$ cat config.mk
export PLATFORM = sky130hd
export DESIGN_NAME = ram_arbiter
export DESIGN_NICKNAME = d
export VERILOG_FILES = /design/src/rtl/ram_arbiter.sv
export SDC_FILE = /design/constraint.sdc
export NUM_CORES = 1
export LEC_CHECK = 0
export BUFFER_PORTS_ARGS = -buffer_cell sky130_fd_sc_hd__buf_2
export CORE_AREA = 2 2 56 58
export CTS_CLUSTER_SIZE = 10
export DETAILED_ROUTE_END_ITERATION = 16
export DIE_AREA = 0 0 58 60
export GPL_TIMING_DRIVEN = 0
export PLACE_DENSITY = 0.77
export SYNTH_ARGS = -nofsm -noshare
export SYNTH_HDL_FRONTEND = slang
export SYNTH_SLANG_ARGS = --single-unit
$ cat constraint.sdc
create_clock -name clk -period 1.5 [get_ports clk]
set_input_delay 0.225 -clock clk [delete_from_list [all_inputs] [get_ports clk]]
set_output_delay 0.225 -clock clk [all_outputs]
set_load 0.005 [all_outputs]
$ cat src/rtl/ram_arbiter.sv
`default_nettype none
// ==========================================================================
// ram_arbiter : two-requester round-robin arbiter for a 1W/1R RAM  (rev 1.0)
// ==========================================================================
module ram_arbiter #(
  parameter int AW     = 4,
  parameter int DW     = 8,
  parameter int RD_LAT = 1
) (
  input  logic            clk,
  input  logic            rst,
  input  logic [1:0]      req_valid,
  output logic [1:0]      req_ready,
  input  logic [1:0]      req_wr,
  input  logic [2*AW-1:0] req_addr,
  input  logic [2*DW-1:0] req_wdata,
  output logic [1:0]      rsp_valid,
  output logic [DW-1:0]   rsp_data,
  output logic            wr_enb,
  output logic [AW-1:0]   wr_addr,
  output logic [DW-1:0]   wr_data,
  output logic            rd_enb,
  output logic [AW-1:0]   rd_addr,
  input  logic [DW-1:0]   rd_data
);

  logic [1:0]    w_wr_req, w_rd_req, w_wr_gnt, w_rd_cand, w_rd_gnt;
  logic [AW-1:0] w_wr_sel_addr, w_rd_sel_addr;
  logic [DW-1:0] w_wr_sel_data;
  logic          w_collide;
  logic          r_wr_pri, r_rd_pri;
  logic [RD_LAT:0] r_pipe_vld, r_pipe_id;

  function automatic logic [1:0] rr_pick(input logic [1:0] req, input logic pri);
    if (req == 2'b11) return pri ? 2'b10 : 2'b01;
    return req;
  endfunction

  always_comb begin
    w_wr_req      = rst ? 2'b00 : (req_valid & req_wr);
    w_rd_req      = rst ? 2'b00 : (req_valid & ~req_wr);
    w_wr_gnt      = rr_pick(w_wr_req, r_wr_pri);
    w_rd_cand     = rr_pick(w_rd_req, r_rd_pri);
    w_wr_sel_addr = w_wr_gnt[1]  ? req_addr[2*AW-1:AW]   : req_addr[AW-1:0];
    w_wr_sel_data = w_wr_gnt[1]  ? req_wdata[2*DW-1:DW]  : req_wdata[DW-1:0];
    w_rd_sel_addr = w_rd_cand[1] ? req_addr[2*AW-1:AW]   : req_addr[AW-1:0];
    // A read hitting the address being written this cycle waits, so it sees the new data
    w_collide     = (|w_wr_gnt) && (|w_rd_cand) && (w_wr_sel_addr == w_rd_sel_addr);
    w_rd_gnt      = w_collide ? 2'b00 : w_rd_cand;
    req_ready     = w_wr_gnt | w_rd_gnt;
  end

  always_ff @(posedge clk) begin
    if (rst) begin
      wr_enb     <= 1'b0;
      wr_addr    <= '0;
      wr_data    <= '0;
      rd_enb     <= 1'b0;
      rd_addr    <= '0;
      r_wr_pri   <= 1'b0;
      r_rd_pri   <= 1'b0;
      r_pipe_vld <= '0;
      r_pipe_id  <= '0;
      rsp_valid  <= 2'b00;
    end else begin
      wr_enb <= |w_wr_gnt;
      if (|w_wr_gnt) begin
        wr_addr  <= w_wr_sel_addr;
        wr_data  <= w_wr_sel_data;
        r_wr_pri <= ~w_wr_gnt[1];
      end
      rd_enb <= |w_rd_gnt;
      if (|w_rd_gnt) begin
        rd_addr  <= w_rd_sel_addr;
        r_rd_pri <= ~w_rd_gnt[1];
      end
      r_pipe_vld <= {r_pipe_vld[RD_LAT-1:0], |w_rd_gnt};
      r_pipe_id  <= {r_pipe_id[RD_LAT-1:0], w_rd_gnt[1]};
      rsp_valid  <= r_pipe_vld[RD_LAT] ? (r_pipe_id[RD_LAT] ? 2'b10 : 2'b01) : 2'b00;
    end
  end

  assign rsp_data = (|rsp_valid) ? rd_data : '0;

endmodule
`default_nettype wire

==> implementation parameters, run 1 <==
Parameter                              Value

Status
  Status ... complete, but fails checks
  Violated checks ... negative setup slack

Logic synthesis
  Total of flip-flops plus latches after synthesis ... 25
  Cell count after synthesis ... 136
  Warnings, synthesis ... 0
  Asr flop ratio synth ... 0
  Number of enable flip-flop cells after synthesis ... 0
  Fraction of the yosys area taken by sequential cells ... 0.4180
  Top FF cell, synth ... sky130_fd_sc_hd__dfxtp_1
  Number of distinct standard cells referenced by the synthesized netlist ... 35
  Avg Inst Size Synth ... 8.804 sq um
  Synth top area cells ... sky130_fd_sc_hd__dfxtp_1, sky130_fd_sc_hd__a311oi_1, sky130_fd_sc_hd__mux2i_1
  Synthesized cell area ... 1197 sq um
  Share of Yosys cell area claimed by the top area cell type ... 0.4180
  Library cell with the largest summed area after synthesis ... sky130_fd_sc_hd__dfxtp_1
  Number of nets produced by synthesis ... 174

Pwr
  Net load switching power ... approximately 0.00038 W
  Max rail drop VDD ... between 0.5 and 0.6 mV
  Clock share of power ... 0.226
  Leakage Power ... 0.8371 nW
  Internal cell power ... 0.0009697 W
  Power density cells ... 784.4 nW/um^2
  Share of total power consumed by net switching ... 0.2835
  Proportion of power drawn by combinational gates ... 0.232
  Reg power frac ... 0.541

Clock network
  Clock-pin transition on the worst setup and hold timing paths ... approximately 0.14 ns
  H-tree depth ... 1
  Insertion delay to the later sink of the worst-skew pair ... about 0.33 ns
  Cts hold-fix bufs ... 0
  CTS tree ... yes
  Number of clock sinks ... 25
  Clk Tree Root Cell ... sky130_fd_sc_hd__clkbuf_4
  Num CTS Buffers ... 3
  Clock Tree Buf Depth ... 2

Cells and area
  Number of antenna repair diodes ... 0
  Fraction of final layout cells with drive strength greater than 1 ... 0.4619
  Highest-count cells in the layout ignoring fill and taps ... sky130_fd_sc_hd__buf_2, sky130_fd_sc_hd__dfxtp_1, sky130_fd_sc_hd__nand2_1
  Leading cell type in the layout, fill and taps excluded ... sky130_fd_sc_hd__buf_2
  P&R area growth vs syn ... 44.10%
  Filler Cell Count ... 263
  Cell area after layout ... 1725 sq um
  Finished Layout Cells ... around 240
  Nets ... ~250

Setup path
  Data arrival at the endpoint of the critical path ... 1.65 ns
  Maximum fanout along the worst path ... 3
  FF-to-FF setup slack ... 0.05 ns
  FF-to-FF Start ... r_wr_pri
  Critical Path End Type ... output port
  Crit Path Category ... flop to output port
  Reg2reg end ... wr_data[5]
  Logic depth of the worst register-to-register path ... 6
  Data required time at the worst endpoint ... 1.27 ns
  CP peak stage delay ... 0.35 ns
  Ordered cell list for the critical path ... and3b_2, o32ai_4, a21oi_2, o41ai_2, buf_2
  Nature of the critical path startpoint ... flop
  CP max stage cell ... sky130_fd_sc_hd__dfxtp_2

STA
  Count of final hold-check violations ... 0
  Final worst-path cycle share ... 1.248
  Skew final ... 0.01282 ns
  Upper clock frequency limit ... 534.4 MHz
  Final hold slack ... 0.1059 ns
  Final critical path time including I/O delays and setup ... 1.871 ns
  Slew margin rel. ... 0.6675
  Final count of pins violating max slew ... 0
  Setup Viol. Count Final ... 2
  Setup slack of the critical path after layout ... -0.3713 ns
  Worst slew pin tran ... 0.4987 ns
  Unrepaired setup endpoints after global routing ... yes
  Final sum of negative setup slack ... -0.6553 ns

Min path
  Worst Hold Launch ... req_wdata[14]
  End point of the most critical hold path ... wr_data[6]
  Cells on Worst Hold Path ... 3
  Worst min-delay path category ... primary input to flop

Global routing
  Total global-route track usage ... 0.1726
  Vias in the first global route ... 1168
  Largest net degree at the start of global routing ... 15
  Wire length of the first global-routing pass ... 4.698 mm
  Aggregate global routing overflow ... 0
  Number of antenna violations at the first check in global routing ... 0

Floorplanning
  Area of the core region ... between 2000 and 3000 sq um
  Total I/O pin count ... 68
  Initial cell density of the core ... 0.4125
  Die outline area ... 3480 sq um
  Number of placement rows ... 20
  Die outline height ... roughly 60 um
  Die Span X ... approximately 58 um

Detailed routing
  Wire length reported by the detailed router ... approximately 3.1 mm
  Vias post-DR ... approximately 1300
  Post-detailed-route via-to-cell ratio ... 5.165
  Detailed Routing Iterations Pass 1 ... 4
  ANT nets after route ... 0
  DRC ... 0
  Number of DRC markers in iteration 0 ... 24
  Wire length per cell ... 12.79 um

Place
  Pre-CTS setup slack ... -0.4241 ns
  Count of input and output buffers ... 67
  Cells after DPL ... 236
  Half-perimeter wire length after placement ... between 2 and 2.5 mm
  GP Congestion ... 0.7547
  Total placed instance area ... about 1600 sq um

Flow run
  Max-capacitance violation count ... 0
state kept, by name (all words and copies together) (netlist names):
name,count
r_pipe_id,2
r_pipe_vld,2
r_rd_pri,1
r_wr_pri,1
rd_addr,4
rsp_valid,2
wr_addr,4
wr_data,8
wr_enb,1
final cells by class:
type                    count  area (sq um)  area share
multi-input cells          98         716.9      0.4155
flip-flops and latches     25         503.0      0.2915
repair buffers             72         382.9      0.2219
well taps                  33         41.29     0.02393
plain buffers               6         35.03     0.02030
clock buffers               3         22.52     0.01305
inverters                   5         18.77     0.01088
clock inverters             1         5.005    0.002901
through the flow:
step / util / power (W)
final: 0.5944 / 0.001353
after global routing: 0.5944 / 0.001420
after CTS: 0.5728 / 0.001332
after detailed placement: 0.5422 / 0.001020
after global placement: 0.5422 / 0.001017
after floorplan: - / 0.0008893
power groups by stage:
| stage | combinational (W) | clock, W | sequential (W) |
|---|---|---|---|
| finish | 0.000314 | 0.000306 | 0.000733 |
| detailed placement | 0.000276 | 0 | 0.000745 |
| global placement | 0.000272 | 0 | 0.000745 |
| CTS | 0.000293 | 0.000307 | 0.000732 |
| global route | 0.000350 | 0.000332 | 0.000738 |
| floorplan | 0.000141 | 0 | 0.000748 |
worst max path at each step:
stage                   end  slack (ns)      from  cells after the start
3_3_place_gp   req_ready[0]       -0.38       rst                      7
2_1_floorplan  req_ready[0]        0.09       rst                      4
6_report       req_ready[0]       -0.37  r_wr_pri                      5
5_1_grt        req_ready[0]       -0.44  r_wr_pri                      5
3_5_place_dp   req_ready[0]       -0.42       rst                      7
4_1_cts        req_ready[0]       -0.30  r_rd_pri                      5
cells in the mapped netlist (2+ instances only):
| library cell | n |
|---|---|
| sky130_fd_sc_hd__nor2_1 | 12 |
| sky130_fd_sc_hd__a21oi_1 | 3 |
| sky130_fd_sc_hd__nand2_1 | 20 |
| sky130_fd_sc_hd__nor2b_1 | 10 |
| sky130_fd_sc_hd__dfxtp_1 | 25 |
| sky130_fd_sc_hd__xnor2_1 | 4 |
| sky130_fd_sc_hd__mux2i_1 | 8 |
| sky130_fd_sc_hd__inv_1 | 5 |
| sky130_fd_sc_hd__o22ai_1 | 2 |
| sky130_fd_sc_hd__clkbuf_1 | 3 |
| sky130_fd_sc_hd__nand2b_1 | 6 |
| sky130_fd_sc_hd__nor3b_1 | 2 |
| sky130_fd_sc_hd__a311oi_1 | 11 |
| sky130_fd_sc_hd__and3b_1 | 2 |
| sky130_fd_sc_hd__buf_2 | 3 |
per-layer routing:
metal  up-vias  GRT usage  routed length [um]
li1        625          -                   -
met1       562     0.2045                1269
met2        61     0.3101                1497
met3         7    0.03463                 289
met4         0    0.05980                  53
met5         -          0                   0
repair_timing:
action                     4_1_cts  5_1_grt
setup endpoints to repair        2       21
setup buffers                    3        2
gates resized for setup         13       12
pin swaps                        5        5
critical path: cells and delay by family, from the launching register on:
family / cells / cell delay, ns
buffers and inverters: 1 / 0.17
AND/OR/NAND/NOR: 1 / 0.25
flip-flops: 1 / 0.35
AO/OA/AOI/OAI: 3 / 0.55
logic make-up after synthesis:
kind of cell           synth area share
buffers and inverters           0.04702
flip-flops                       0.4180
multiplexers                    0.06688
AO/OA/AOI/OAI                    0.1641
XOR/XNOR                        0.03657
AND/OR/NAND/NOR                  0.2675
Power figures use the tool's default switching activity.
==> run 2, diff against run 1 <==
--- a/config.mk
+++ b/config.mk
@@ -12,6 +12,7 @@
 export DIE_AREA = 0 0 58 60
 export GPL_TIMING_DRIVEN = 0
 export PLACE_DENSITY = 0.77
+export REMOVE_ABC_BUFFERS = 1
 export SYNTH_ARGS = -nofsm -noshare
 export SYNTH_HDL_FRONTEND = slang
 export SYNTH_SLANG_ARGS = --single-unit
==> run 2 against run 1 <==
  * The run still ends with negative setup slack left
  * Clock power up 4%
  * Largest power group unchanged
  * Combinational power fell by 5%
  * Fmax increased by 7.3%
==> implementation parameters, run 2 (same netlist as run 1, synthesis figures left out) <==
Parameter                              Value

Global routing
  Total global-route track usage ... 0.1773 (+0.004699)
  Aggregate global routing overflow ... 0 (unchanged)
  Wire length of the first global-routing pass ... 4.781 mm (+1.8%)
  Number of antenna violations at the first check in global routing ... 0 (unchanged)
  Vias in the first global route ... 1106 (-5.3%)
  Largest net degree at the start of global routing ... 30 (+15)

Pwr
  Internal cell power ... 0.0009625 W (-0.75%)
  Share of total power consumed by net switching ... 0.2861 (+0.002529)
  Clock share of power ... 0.237 (+0.011)
  Total power after layout ... 0.001348 W (-0.40%)
  Proportion of power drawn by combinational gates ... 0.220 (-0.012)
  Max rail drop VDD ... 0.7226 mV (+41%)
  Power density cells ... 805.9 nW/um^2 (+2.7%)
  Reg power frac ... 0.543 (+0.002)
  Net load switching power ... 0.0003856 W (+0.49%)
  Leakage Power ... 0.8019 nW (-4.2%)

Floorplanning
  Area of the core region ... 2903 sq um (unchanged)
  Initial cell density of the core ... 0.4125 (unchanged)
  Die outline height ... 60 um (unchanged)
  Die outline area ... 3480 sq um (unchanged)
  Total I/O pin count ... 68 (unchanged)
  Die Span X ... 58 um (unchanged)
  Number of placement rows ... 20 (unchanged)

Setup path
  Buffer and inverter count on the worst path ... 1 (unchanged)
  Ordered cell list for the critical path ... and3b_2, or2_4, nand2_1, o41ai_2, buf_2
  Data arrival at the endpoint of the critical path ... 1.52 ns (-0.13 ns)
  CP max stage cell ... sky130_fd_sc_hd__dfxtp_2
  Critical Path End Type ... output port
  Nature of the critical path startpoint ... flop
  Crit Path Category ... flop to output port
  Cell family with most CP delay ... simple AND/OR/NAND/NOR gates
  Data required time at the worst endpoint ... 1.27 ns (about the same)
  Maximum fanout along the worst path ... 15 (+12)
  CP peak stage delay ... 0.35 ns (about the same)

Cells and area
  Filler Cell Count ... 269 (+2.3%)
  Top register by number of flip-flops ... wr_data
  Top flop regs ... wr_data: 8 flops, rd_addr: 4 flops, wr_addr: 4 flops
  Fraction of final layout cells with drive strength greater than 1 ... 0.4510 (-0.01092)
  Cell area after layout ... 1673 sq um (-3.0%)
  Flip-flop count of the largest register after layout ... 8 (unchanged)
  Highest-count cells in the layout ignoring fill and taps ... sky130_fd_sc_hd__buf_2, sky130_fd_sc_hd__dfxtp_1, sky130_fd_sc_hd__nand2_1, sky130_fd_sc_hd__a311oi_1
  Area occupied by multi-input gates ... 698.2 sq um (-2.6%)
  P&R area growth vs syn ... 39.71%
  Number of antenna repair diodes ... 0 (unchanged)
  Flip-flop and latch area ... 503.0 sq um (unchanged)
  Leading cell type in the layout, fill and taps excluded ... sky130_fd_sc_hd__buf_2
  Nets ... 243 (-2.4%)

Detailed routing
  ANT nets after route ... 0 (unchanged)
  Detailed Routing Iterations Pass 1 ... 4 (unchanged)
  Post-detailed-route via-to-cell ratio ... 5.224 (+1.1%)
  Vias post-DR ... 1238 (-1.4%)
  Wire length per cell ... 12.59 um (-1.6%)
  Number of DRC markers in iteration 0 ... 16 (-33%)
  DRC ... 0 (unchanged)
  Wire length reported by the detailed router ... 2.983 mm (-4.1%)

STA
  Unrepaired setup endpoints after global routing ... yes
  Count of final hold-check violations ... 0 (unchanged)
  Slew margin rel. ... 0.6392 (-0.02836)
  Setup slack of the critical path after layout ... -0.2441 ns (+0.1272 ns)
  Final critical path time including I/O delays and setup ... 1.744 ns (-0.1272 ns)
  Final count of pins violating max slew ... 0 (unchanged)
  Upper clock frequency limit ... 573.4 MHz (+7.3%)
  Setup Viol. Count Final ... 2 (unchanged)
  Final worst-path cycle share ... 1.163 (-0.08479)
  Skew final ... 0.001215 ns (-0.01161 ns)
  Final hold slack ... 0.1240 ns (+0.01805 ns)
  Worst slew pin tran ... 0.5400 ns (+0.04125 ns)

Clock network
  Clock Tree Buf Depth ... 2 (unchanged)
  Number of clock sinks ... 25 (unchanged)
  H-tree depth ... 1 (unchanged)
  Clk Tree Root Cell ... sky130_fd_sc_hd__clkbuf_4
  Clock-pin transition on the worst setup and hold timing paths ... 0.14 ns (about the same)
  Insertion delay to the later sink of the worst-skew pair ... 0.32 ns (about the same)
  Cts hold-fix bufs ... 0 (unchanged)
  CTS tree ... yes
  Num CTS Buffers ... 3 (unchanged)

Place
  Count of input and output buffers ... 67 (unchanged)
  GP Congestion ... 0.8884 (+18%)
  Total placed instance area ... 1536 sq um (-2.4%)
  Half-perimeter wire length after placement ... 2.095 mm (-6.9%)

Flow run
  Max-capacitance violation count ... 0 (unchanged)

Status
  Status ... complete, but fails checks
  Violated checks ... negative setup slack

Min path
  Worst min-delay path category ... primary input to flop
==> run 2: area by class of cell <==
cell class,instances,share of cell area
sequential,25,0.3007
tap,33,0.02468
multi-input combinational,98,0.4174
timing repair buffer,72,0.2281
inverter,5,0.01122
clock inverter,1,0.004488
clock buffer,3,0.01346
==> run 2: power by group through the flow <==
stage	logic [W]	registers (W)	clock network, W
final	0.000297	0.000732	0.000319
after CTS	0.000292	0.000732	0.000327
after floorplan	0.000127	0.000748	0
after detailed placement	0.000268	0.000745	0
after global placement	0.000264	0.000744	0
after global routing	0.000330	0.000738	0.000355
==> run 2: layer usage <==
| layer | global-route usage | vias to the layer above | wire, um |
|---|---|---|---|
| met2 | 0.3360 | 64 | 1500 |
| met5 | 0 | - | 0 |
| met1 | 0.1981 | 557 | 1181 |
| li1 | - | 613 | - |
| met3 | 0.03247 | 4 | 265 |
| met4 | 0.05980 | 0 | 36 |
==> run 2: worst paths after layout <==
| kind | slack, ns | cells past startpoint | from | end |
|---|---|---|---|---|
| worst max-delay path | -0.24 | 5 | r_wr_pri | req_ready[0] |
| worst min-delay path | 0.12 | 3 | req_wdata[14] | wr_data[6] |
| worst max register to register | 0.15 | 5 | r_rd_pri | r_rd_pri |
| worst min register to register | 0.43 | 1 | r_pipe_id[1] | rsp_valid[0] |
==> run 2: worst register-to-register path, delay by kind of cell (launching register included) <==
| family | cells | cell delay [ns] |
|---|---|---|
| AO/OA/AOI/OAI | 2 | 0.44 |
| flip-flops | 1 | 0.36 |
| AND/OR/NAND/NOR | 2 | 0.32 |
| buffers and inverters | 1 | 0.14 |
==> run 2: per-stage QoR <==
step             util  cells  setup WS (ns)  setup TNS (ns)
2_1_floorplan       -    128         0.1226               0
3_3_place_gp   0.5293    228        -0.5491          -6.288
3_5_place_dp   0.5293    228        -0.5275          -6.353
4_1_cts        0.5664    235        -0.3039         -0.5074
5_1_grt        0.5763    237        -0.3539         -0.6209
6_report       0.5763    237        -0.2441         -0.4530
==> run 2: what timing repair did <==
action	CTS	global route
setup endpoints to repair	22	2
pin swaps	6	2
setup buffers	3	2
resized for setup	15	3
==> run 3, diff against run 2 <==
--- a/config.mk
+++ b/config.mk
@@ -6,12 +6,12 @@
 export NUM_CORES = 1
 export LEC_CHECK = 0
 export BUFFER_PORTS_ARGS = -buffer_cell sky130_fd_sc_hd__buf_2
-export CORE_AREA = 2 2 56 58
+export CORE_AREA = 2 2 70 52
 export CTS_CLUSTER_SIZE = 10
 export DETAILED_ROUTE_END_ITERATION = 16
-export DIE_AREA = 0 0 58 60
+export DIE_AREA = 0 0 72 54
 export GPL_TIMING_DRIVEN = 0
-export PLACE_DENSITY = 0.77
+export PLACE_DENSITY = 0.73
 export REMOVE_ABC_BUFFERS = 1
 export SYNTH_ARGS = -nofsm -noshare
 export SYNTH_HDL_FRONTEND = slang
==> constraint.sdc (replaced) <==
create_clock -name clk -period 1.6 [get_ports clk]
set_input_delay 0.24 -clock clk [delete_from_list [all_inputs] [get_ports clk]]
set_output_delay 0.24 -clock clk [all_outputs]
set_load 0.005 [all_outputs]
==> run 3 against run 2 <==
  * The run still ends with negative setup slack left
  * Worst setup slack improved by 0.16 ns
  * Sequential cell count unchanged
  * Register-to-register slack improved by 0.07 ns
  * Final cell count is 3.0% higher
==> implementation parameters, run 3 (same netlist as run 1, synthesis figures left out) <==
Parameter                              Value

Status
  Status ... complete, but fails checks
  Violated checks ... negative setup slack

Detailed routing
  Number of DRC markers in iteration 0 ... 31 (+15)
  Wire length per cell ... 12.47 um (-0.92%)
  DRC ... 0 (unchanged)
  ANT nets after route ... 0 (unchanged)
  Detailed Routing Iterations Pass 1 ... 4 (unchanged)
  Vias post-DR ... 1235 (-0.24%)
  Wire length reported by the detailed router ... 3.043 mm (+2.0%)
  Post-detailed-route via-to-cell ratio ... 5.061 (-3.1%)

Cells and area
  Cell area after layout ... 1709 sq um (+2.2%)
  Flip-flop count of the largest register after layout ... 8 (unchanged)
  Leading cell type in the layout, fill and taps excluded ... sky130_fd_sc_hd__buf_2
  Nets ... 243 (unchanged)
  Top flop regs ... wr_data: 8 flops, rd_addr: 4 flops, wr_addr: 4 flops
  Finished Layout Cells ... 244 (+3.0%)
  Number of antenna repair diodes ... 0 (unchanged)
  Highest-count cells in the layout ignoring fill and taps ... sky130_fd_sc_hd__buf_2, sky130_fd_sc_hd__dfxtp_1, sky130_fd_sc_hd__nand2_1, sky130_fd_sc_hd__nor2_1, sky130_fd_sc_hd__a311oi_1
  Fraction of final layout cells with drive strength greater than 1 ... 0.4461 (-0.004902)
  Area occupied by multi-input gates ... 713.2 sq um (+2.2%)
  P&R area growth vs syn ... 42.74%
  Top register by number of flip-flops ... wr_data
  Flip-flop and latch area ... 503.0 sq um (unchanged)
  Filler Cell Count ... 316 (+17%)

Setup path
  Maximum fanout along the worst path ... 3 (-12)
  Crit Path Category ... flop to output port
  Nature of the critical path startpoint ... flop
  FF-to-FF setup slack ... 0.22 ns (+0.07 ns)
  Data arrival at the endpoint of the critical path ... 1.44 ns (-0.08 ns)
  Data required time at the worst endpoint ... 1.36 ns (+0.09 ns)
  Critical Path End Type ... output port

STA
  Final worst-path cycle share ... 1.050
  Count of final hold-check violations ... 0 (unchanged)
  Upper clock frequency limit ... 595.2 MHz
  Slew margin rel. ... 0.5989 (-0.04028)
  Worst slew pin tran ... 0.6010 ns (+0.06105 ns)
  Setup Viol. Count Final ... 2 (unchanged)
  Skew final ... 0.002291 ns (+0.001076 ns)
  Final critical path time including I/O delays and setup ... 1.680 ns
  Final count of pins violating max slew ... 0 (unchanged)
  Unrepaired setup endpoints after global routing ... yes
  Final sum of negative setup slack ... -0.1473 ns (+0.3057 ns)
  Setup slack of the critical path after layout ... -0.08007 ns (+0.1640 ns)

Place
  Total placed instance area ... 1545 sq um (+0.57%)
  Count of input and output buffers ... 67 (unchanged)
  Cells after DPL ... 235 (+3.1%)
  GP Congestion ... 0.7180 (-19%)
  Half-perimeter wire length after placement ... 2.067 mm (-1.3%)

Global routing
  Total global-route track usage ... 0.1568 (-0.02045)
  Largest net degree at the start of global routing ... 30 (unchanged)
  Aggregate global routing overflow ... 0 (unchanged)
  Number of antenna violations at the first check in global routing ... 0 (unchanged)
  Wire length of the first global-routing pass ... 4.616 mm (-3.5%)
  Vias in the first global route ... 1058 (-4.3%)

Floorplanning
  Die outline area ... 3888 sq um (+12%)
  Die outline height ... 54 um (-10%)
  Initial cell density of the core ... 0.3617 (-0.05082)
  Total I/O pin count ... 68 (unchanged)
  Area of the core region ... 3311 sq um (+14%)
  Die Span X ... 72 um (+24%)
  Number of placement rows ... 18 (-10%)

Pwr
  Share of total power consumed by net switching ... 0.2681 (-0.01796)
  Clock share of power ... 0.276 (+0.039)
  Leakage Power ... 0.8099 nW (+0.99%)
  Power density cells ... 785.1 nW/um^2 (-2.6%)
  Internal cell power ... 0.0009821 W (+2.0%)
  Net load switching power ... 0.0003598 W (-6.7%)
  Proportion of power drawn by combinational gates ... 0.214 (-0.006)
  Max rail drop VDD ... 0.4759 mV (-34%)
  Reg power frac ... 0.511 (-0.032)

Clock network
  H-tree depth ... 1 (unchanged)
  Clock-pin transition on the worst setup and hold timing paths ... 0.09 ns (-0.05 ns)
  Num CTS Buffers ... 3 (unchanged)
  Clk Tree Root Cell ... sky130_fd_sc_hd__clkbuf_8
  Clock Tree Buf Depth ... 2 (unchanged)
  Insertion delay to the later sink of the worst-skew pair ... 0.26 ns (-0.06 ns)
  Cts hold-fix bufs ... 0 (unchanged)
  Number of clock sinks ... 25 (unchanged)
  CTS tree ... yes

Min path
  Worst min-delay path category ... primary input to flop

Flow run
  Max-capacitance violation count ... 0 (unchanged)
## run 3: worst max-delay path: stages, from the launching register on
cell	delay [ns]
sky130_fd_sc_hd__dfxtp_2	0.33
sky130_fd_sc_hd__and3b_2	0.24
sky130_fd_sc_hd__o32ai_4	0.12
sky130_fd_sc_hd__a21oi_2	0.09
sky130_fd_sc_hd__o41ai_2	0.22
sky130_fd_sc_hd__buf_2	0.17
## run 3: path summary, 6_finish.rpt
path	start	endpoint	cells past startpoint
worst max-delay path	r_wr_pri	req_ready[0]	5
worst min register to register	r_pipe_id[1]	rsp_valid[0]	1
worst min-delay path	req_wdata[14]	wr_data[6]	3
worst max register to register	r_rd_pri	r_rd_pri	5
## run 3: power groups by stage
| stage | combinational (W) | sequential (W) | clock (W) |
|---|---|---|---|
| 2_1_floorplan | 0.000119 | 0.000702 | 0 |
| 4_1_cts | 0.000281 | 0.000685 | 0.000380 |
| 3_3_place_gp | 0.000247 | 0.000699 | 0 |
| 6_report | 0.000287 | 0.000685 | 0.000370 |
| 5_1_grt | 0.000317 | 0.000691 | 0.000404 |
| 3_5_place_dp | 0.000252 | 0.000698 | 0 |
## run 3: metrics by stage
step / setup slack [ns] / power [W] / hold slack (ns) / utilization
after floorplan: 0.2076 / 0.0008204 / 0.3089 / -
after global placement: -0.4792 / 0.0009453 / 0.4031 / 0.4667
after detailed placement: -0.4876 / 0.0009499 / 0.4124 / 0.4667
after CTS: -0.1092 / 0.001347 / 0.1911 / 0.5132
after global routing: -0.1592 / 0.001412 / 0.2098 / 0.5163
final: -0.08007 / 0.001342 / 0.1977 / 0.5163
## run 3: final cells by class
cell class                      instances  area share
Multi-Input combinational cell         99      0.4173
Sequential cell                        25      0.2943
Timing Repair Buffer                   71      0.2211
Tap cell                               40     0.02928
Clock buffer                            3     0.02416
Inverter                                5     0.01098
Clock inverter                          1    0.002928
## run 3: timing repair
item / 4_1_cts / 5_1_grt
pin swaps: 6 / 2
endpoints found under the setup margin: 13 / 2
cloned: 0 / 1
resized for setup: 18 / 1
buffers inserted: 4 / 0
## run 3: per-layer routing
layer  wire length (um)  track usage  vias to the layer above
met1               1387       0.1856                      556
met2               1340       0.2716                       60
met5                  0            0                        -
met4                 51      0.06604                        0
li1                   -            -                      614
met3                265      0.04494                        5
